`config.mk`:
```
export PLATFORM = sky130hd
export DESIGN_NAME = mux_n_skid
export DESIGN_NICKNAME = d
export VERILOG_FILES = /design/src/rtl/mux_pkg.sv /design/src/rtl/mux_n_comb.sv /design/src/rtl/mux_n_skid.sv
export SDC_FILE = /design/constraint.sdc
export NUM_CORES = 1
export LEC_CHECK = 0
export BUFFER_PORTS_ARGS = -buffer_cell sky130_fd_sc_hd__buf_2
export CELL_PAD_IN_SITES_DETAIL_PLACEMENT = 0
export CELL_PAD_IN_SITES_GLOBAL_PLACEMENT = 1
export CORE_AREA = 4 4 109 111
export DETAILED_ROUTE_END_ITERATION = 6
export DIE_AREA = 0 0 113 115
export HOLD_SLACK_MARGIN = 0.08
export PLACE_DENSITY_LB_ADDON = 0.1
export SETUP_SLACK_MARGIN = 0.02
export SYNTH_ARGS = -nofsm -noshare
export SYNTH_HDL_FRONTEND = slang
export SYNTH_HIERARCHICAL = 1
export SYNTH_SLANG_ARGS = --single-unit
```
`constraint.sdc`:
```
create_clock -name clk -period 2.2 [get_ports clk]
set_input_delay 0.11 -clock clk [delete_from_list [all_inputs] [get_ports clk]]
set_output_delay 0.11 -clock clk [all_outputs]
set_load 0.03 [all_outputs]
```
`src/rtl/mux_pkg.sv`:
```
// Shared types and limits for the N-input skid-buffered output mux.
`ifndef MUX_PKG_SV
`define MUX_PKG_SV

// The payload depends on module parameters, so the struct body is expanded inside each user.
`define MUX_PAYLOAD_T(W, S) struct packed { logic [(W)-1:0] data; logic [(S)-1:0] sel; logic err; }

package mux_pkg;

    typedef enum logic [1:0] {
        MUX_EMPTY = 2'd0,
        MUX_ONE   = 2'd1,
        MUX_TWO   = 2'd2
    } mux_state_t;

    localparam int MUX_MAX_IN = 16;

endpackage

`endif

```
`src/rtl/mux_n_comb.sv`:
```
// Purely combinational N_IN:1 selector; a select beyond the last input yields zero data and err=1.
module mux_n_comb
    import mux_pkg::*;
#(
    parameter  int WIDTH = 32,
    parameter  int N_IN  = 4,
    localparam int SEL_W = $clog2(N_IN)
) (
    input  logic [SEL_W-1:0]      sel,
    input  logic [N_IN*WIDTH-1:0] in_data,
    output logic [WIDTH-1:0]      data,
    output logic                  err
);

    if (N_IN < 2 || N_IN > MUX_MAX_IN) begin : g_bad_n_in
        $error("mux_n_comb: N_IN must lie in 2..%0d", MUX_MAX_IN);
    end

    // err stays set unless some input index matches, which covers the unused codes when N_IN is not a power of 2.
    always_comb begin
        data = '0;
        err  = 1'b1;
        for (int k = 0; k < N_IN; k++) begin
            if (sel == SEL_W'(k)) begin
                data = in_data[k*WIDTH +: WIDTH];
                err  = 1'b0;
            end
        end
    end

endmodule

```
`src/rtl/mux_n_skid.sv`:
```
// N-input mux with select lock and a two-entry registered output stage (main + skid) on a ready/valid link.
module mux_n_skid
    import mux_pkg::*;
#(
    parameter  int WIDTH       = 32,
    parameter  int N_IN        = 4,
    parameter  int DEFAULT_SEL = 0,
    localparam int SEL_W       = $clog2(N_IN)
) (
    input  logic                  clk,
    input  logic                  reset_n,
    input  logic [SEL_W-1:0]      sel,
    input  logic                  sel_lock,
    input  logic [N_IN*WIDTH-1:0] in_data,
    input  logic                  in_valid,
    output logic                  in_ready,
    output logic [WIDTH-1:0]      out_data,
    output logic [SEL_W-1:0]      out_sel,
    output logic                  out_err,
    output logic                  out_valid,
    input  logic                  out_ready
);

    typedef `MUX_PAYLOAD_T(WIDTH, SEL_W) payload_t;

    mux_state_t       state_q, state_d;
    payload_t         main_q, main_d;
    payload_t         skid_q, skid_d;
    payload_t         payload;
    logic             in_ready_q, in_ready_d;
    logic             sel_lock_q, sel_lock_d;
    logic [SEL_W-1:0] locked_sel_q, locked_sel_d;
    logic [SEL_W-1:0] eff_sel;
    logic [WIDTH-1:0] sel_data;
    logic             sel_err;
    logic             accept;
    logic             pop;
    logic             load_main_in;
    logic             load_main_skid;
    logic             load_skid;

    // The lock edge captures sel but still routes sel itself on that cycle.
    always_comb begin
        sel_lock_d   = sel_lock;
        locked_sel_d = locked_sel_q;
        eff_sel      = sel;
        if (sel_lock && !sel_lock_q) begin
            locked_sel_d = sel;
        end
        if (sel_lock && sel_lock_q) begin
            eff_sel = locked_sel_q;
        end
    end

    mux_n_comb #(
        .WIDTH (WIDTH),
        .N_IN  (N_IN)
    ) u_comb (
        .sel     (eff_sel),
        .in_data (in_data),
        .data    (sel_data),
        .err     (sel_err)
    );

    always_comb begin
        payload      = '0;
        payload.data = sel_data;
        payload.sel  = eff_sel;
        payload.err  = sel_err;
    end

    assign accept = in_valid && in_ready_q;
    assign pop    = (state_q != MUX_EMPTY) && out_ready;

    always_ff @(posedge clk or negedge reset_n) begin
        if (!reset_n) begin
            state_q <= MUX_EMPTY;
        end else begin
            state_q <= state_d;
        end
    end

    always_comb begin
        state_d = state_q;
        case (state_q)
            MUX_EMPTY: begin
                if (accept) begin
                    state_d = MUX_ONE;
                end
            end
            MUX_ONE: begin
                if (accept && !pop) begin
                    state_d = MUX_TWO;
                end else if (pop && !accept) begin
                    state_d = MUX_EMPTY;
                end
            end
            MUX_TWO: begin
                if (pop) begin
                    state_d = MUX_ONE;
                end
            end
            default: state_d = MUX_EMPTY;
        endcase
    end

    // in_ready is registered from the next state so out_ready never reaches it combinationally.
    always_comb begin
        load_main_in   = 1'b0;
        load_main_skid = 1'b0;
        load_skid      = 1'b0;
        case (state_q)
            MUX_EMPTY: load_main_in = accept;
            MUX_ONE: begin
                load_main_in = accept && pop;
                load_skid    = accept && !pop;
            end
            MUX_TWO:   load_main_skid = pop;
            default: ;
        endcase
        in_ready_d = (state_d != MUX_TWO);
    end

    always_comb begin
        main_d = main_q;
        skid_d = skid_q;
        if (load_main_in) begin
            main_d = payload;
        end else if (load_main_skid) begin
            main_d = skid_q;
        end
        if (load_skid) begin
            skid_d = payload;
        end
    end

    always_ff @(posedge clk or negedge reset_n) begin
        if (!reset_n) begin
            main_q       <= '0;
            skid_q       <= '0;
            in_ready_q   <= 1'b1;
            sel_lock_q   <= 1'b0;
            locked_sel_q <= SEL_W'(DEFAULT_SEL);
        end else begin
            main_q       <= main_d;
            skid_q       <= skid_d;
            in_ready_q   <= in_ready_d;
            sel_lock_q   <= sel_lock_d;
            locked_sel_q <= locked_sel_d;
        end
    end

    assign in_ready  = in_ready_q;
    assign out_valid = (state_q != MUX_EMPTY);
    assign out_data  = main_q.data;
    assign out_sel   = main_q.sel;
    assign out_err   = main_q.err;

endmodule
```
==> results.sh <==
export IMPL_dieArea_sq_um=13000
export IMPL_worstPathCellList="dlygate4sd3_1, buf_2, nand2_1, mux2_2, buf_6, mux4_1, mux2_2"
export IMPL_drt_total_wl_mm=9.51
export IMPL_clk_pin_slew_ns=0.07
export IMPL_worst_ep_required_time_ns=2.42
export IMPL_worstSetupStartpointType="input port"
export IMPL_ys_seq_area_frac=0.460
export IMPL_fin_nets=564
export IMPL_max_stage_delay_ns=0.61
export IMPL_antenna_found_initial=0
export IMPL_synth_area_sq_um=4140
export IMPL_io_pins=172
export IMPL_crit_fanout=20
export IMPL_fin_crit_sh=0.915
export IMPL_clkLatencyLatePin_ns=0.34
export IMPL_fill_cells=976
export IMPL_mostFrequentLayoutCell="buf_2"
export IMPL_grt_pass1_vias=3145
export IMPL_status="complete, no violations"
export IMPL_clk_path_buf_depth=2
export IMPL_max_slew_margin=0.612
export IMPL_dr_pass1_iters=4
export IMPL_finalSetupViolations=0
export IMPL_die_width_um=113
export IMPL_yosys_area_top_type="dfrtp_1"
export IMPL_globalRoute_totalOverflow=0
export IMPL_yosysWarnings=6
export IMPL_synth_seq_cells=76
export IMPL_cpMostUsedCell="mux2_2"
export IMPL_fp_row_count=38
export IMPL_drtAntennaViolNets=0
export IMPL_max_cap_viol_count=0
export IMPL_synth_top_area_share=0.453
export IMPL_synthTopCellsByArea="dfrtp_1 45%, mux2_2 30%, mux4_2 16%"
export IMPL_multi_input_area_sq_um=2060
export IMPL_critPathKind="in2reg"
export IMPL_drc_errors=0
export IMPL_fp_coreArea_sq_um=10800
export IMPL_routed_via_density=5.02
export IMPL_layout_min_cycle_time_ns=2.01
export IMPL_cts_buffers=9
export IMPL_dr_first_iter_drc_count=82
export IMPL_arrival_ns=2.23
export IMPL_crit_family="multiplexers"
export IMPL_pwr_density_cell_nw_per_um2=1220
export IMPL_slowest_stage="mux4_1"
export IMPL_area_growth_pct=30.2
export IMPL_die_y_um=115
export IMPL_wire_per_inst_um=16.6
export IMPL_cts_root_buffer="clkbuf_8"
export IMPL_fmax_mhz=497
export IMPL_vias=2875
export IMPL_clock_sinks=76
export IMPL_rsz0062_at_grt="false"
export IMPL_tightest_slew_ns=0.581
export IMPL_fin_setup_tns_ns=0
export IMPL_grt_usage=0.149
export IMPL_report_final_slew_viol_count=0
export IMPL_min_path_type="in2reg"
export IMPL_syn_avg_cell_area_sq_um=16.4
export IMPL_grt_start_max_net_pins=45
export IMPL_cts_tree="built"
export IMPL_io_buffers=171
export IMPL_place_congestion=0.738
export IMPL_path_buf_inv=3
export IMPL_diodes=0
export IMPL_fin_skew_ns=0.0118
export IMPL_ys_types=20
export IMPL_worst_setup_path_end_kind="register"
export IMPL_drive_gt1_frac=0.788
export IMPL_cts_max_level=3
export IMPL_synth_fp_nets=388
export IMPL_utilization=0.500
export IMPL_ir_drop_mv=0.496
export IMPL_regArea_sq_um=1900
export IMPL_synthCells=253
export IMPL_start_util=0.384
export IMPL_hold_viol=0
export IMPL_final_cell_mix="170 x buf_2, 109 x mux2_2, 75 x dfrtp_1"
export IMPL_detailed_place_hpwl_mm=7.11
export IMPL_grt_pass1_wl_mm=15.3
export IMPL_power_static_leakage_uw=0.00248
report_power, final:
part | leakage (uW) | switching, uW | internal (uW) | total, uW
logic | 0.00146 | 1460 | 1430 | 2900
clock network | 0.000122 | 489 | 775 | 1260
registers | 0.000899 | 316 | 2080 | 2400
state kept, by name, indices dropped and copies added (netlist names):
register and flops:
out_sel 2, skid_q 35, in_ready 1, sel_lock_q 1
out_data 32, out_err 1, locked_sel_q 2, state_q 2
cell type report:
| class | count | area share |
|---|---|---|
| multi-input cells | 157 | 0.382 |
| flip-flops and latches | 76 | 0.353 |
| repair buffers | 185 | 0.188 |
| well taps | 140 | 0.0325 |
| clock buffers | 10 | 0.0255 |
| clock inverters | 5 | 0.0186 |
final timing paths:
check	slack (ns)	endpoint	depth (start not counted)	startpoint
max	0.19	skid_q[34]	7	sel_lock
min	0.1	in_ready	3	out_ready
max reg2reg	0.23	skid_q[34]	5	sel_lock_q
min reg2reg	0.50	skid_q[14]	1	skid_q[14]
max in group asynchronous	1.22	in_ready	3	reset_n
min in group asynchronous	0.31	out_data[16]	2	reset_n
worst min-delay path, delay by kind of cell:
family / cells / cell delay (ns)
buffers and inverters: 1 / 0.13
AND/OR/NAND/NOR: 2 / 0.15
through the flow:
step / power (uW) / setup WS, ns / std cells / hold slack (ns) / instance area, sq um
after floorplan: 4580 / 0.329 / 253 / -0.186 / 4140
after global placement: 5290 / 0.205 / 554 / 0.152 / 5110
after detailed placement: 5390 / 0.126 / 554 / 0.157 / 5110
after CTS: 6680 / 0.0577 / 573 / 0.0824 / 5390
after global routing: 7010 / 0.0943 / 573 / 0.112 / 5390
final: 6560 / 0.188 / 573 / 0.100 / 5390
kinds of logic after synthesis:
logic type	synth area share
AO/OA/AOI/OAI	0.00332
AND/OR/NAND/NOR	0.0175
other	0.000905
flip-flops	0.460
buffers and inverters	0.0441
multiplexers	0.475
cell usage after synthesis:
library cell	n
nand2_1	3
buf_6	4
or3_1	1
mux4_2	30
buf_2	8
buf_4	5
dfstp_2	1
mux4_1	2
nor2_1	1
o22ai_1	1
or2_2	2
dfrtp_1	75
mux2_2	109
o21a_1	1
nor2b_1	2
conb_1	1
nor3b_1	2
nand3b_2	1
buf_12	3
mux2i_1	1
per-layer routing:
layer | part of all wire | vias up | track usage
met5 | 0 | - | 0
met4 | 0.015 | 0 | 0.0545
met3 | 0.079 | 12 | 0.0426
met2 | 0.50 | 104 | 0.253
met1 | 0.41 | 1435 | 0.183
li1 | - | 1324 | -
what timing repair did:
action | CTS | global route
resized for setup | 0 | 1
buffers inserted | 0 | 0
endpoints found under the setup margin | 0 | 2
endpoints found under the hold margin | 46 | 0
hold buffers | 4 | 0
Power figures use the tool's default switching activity.
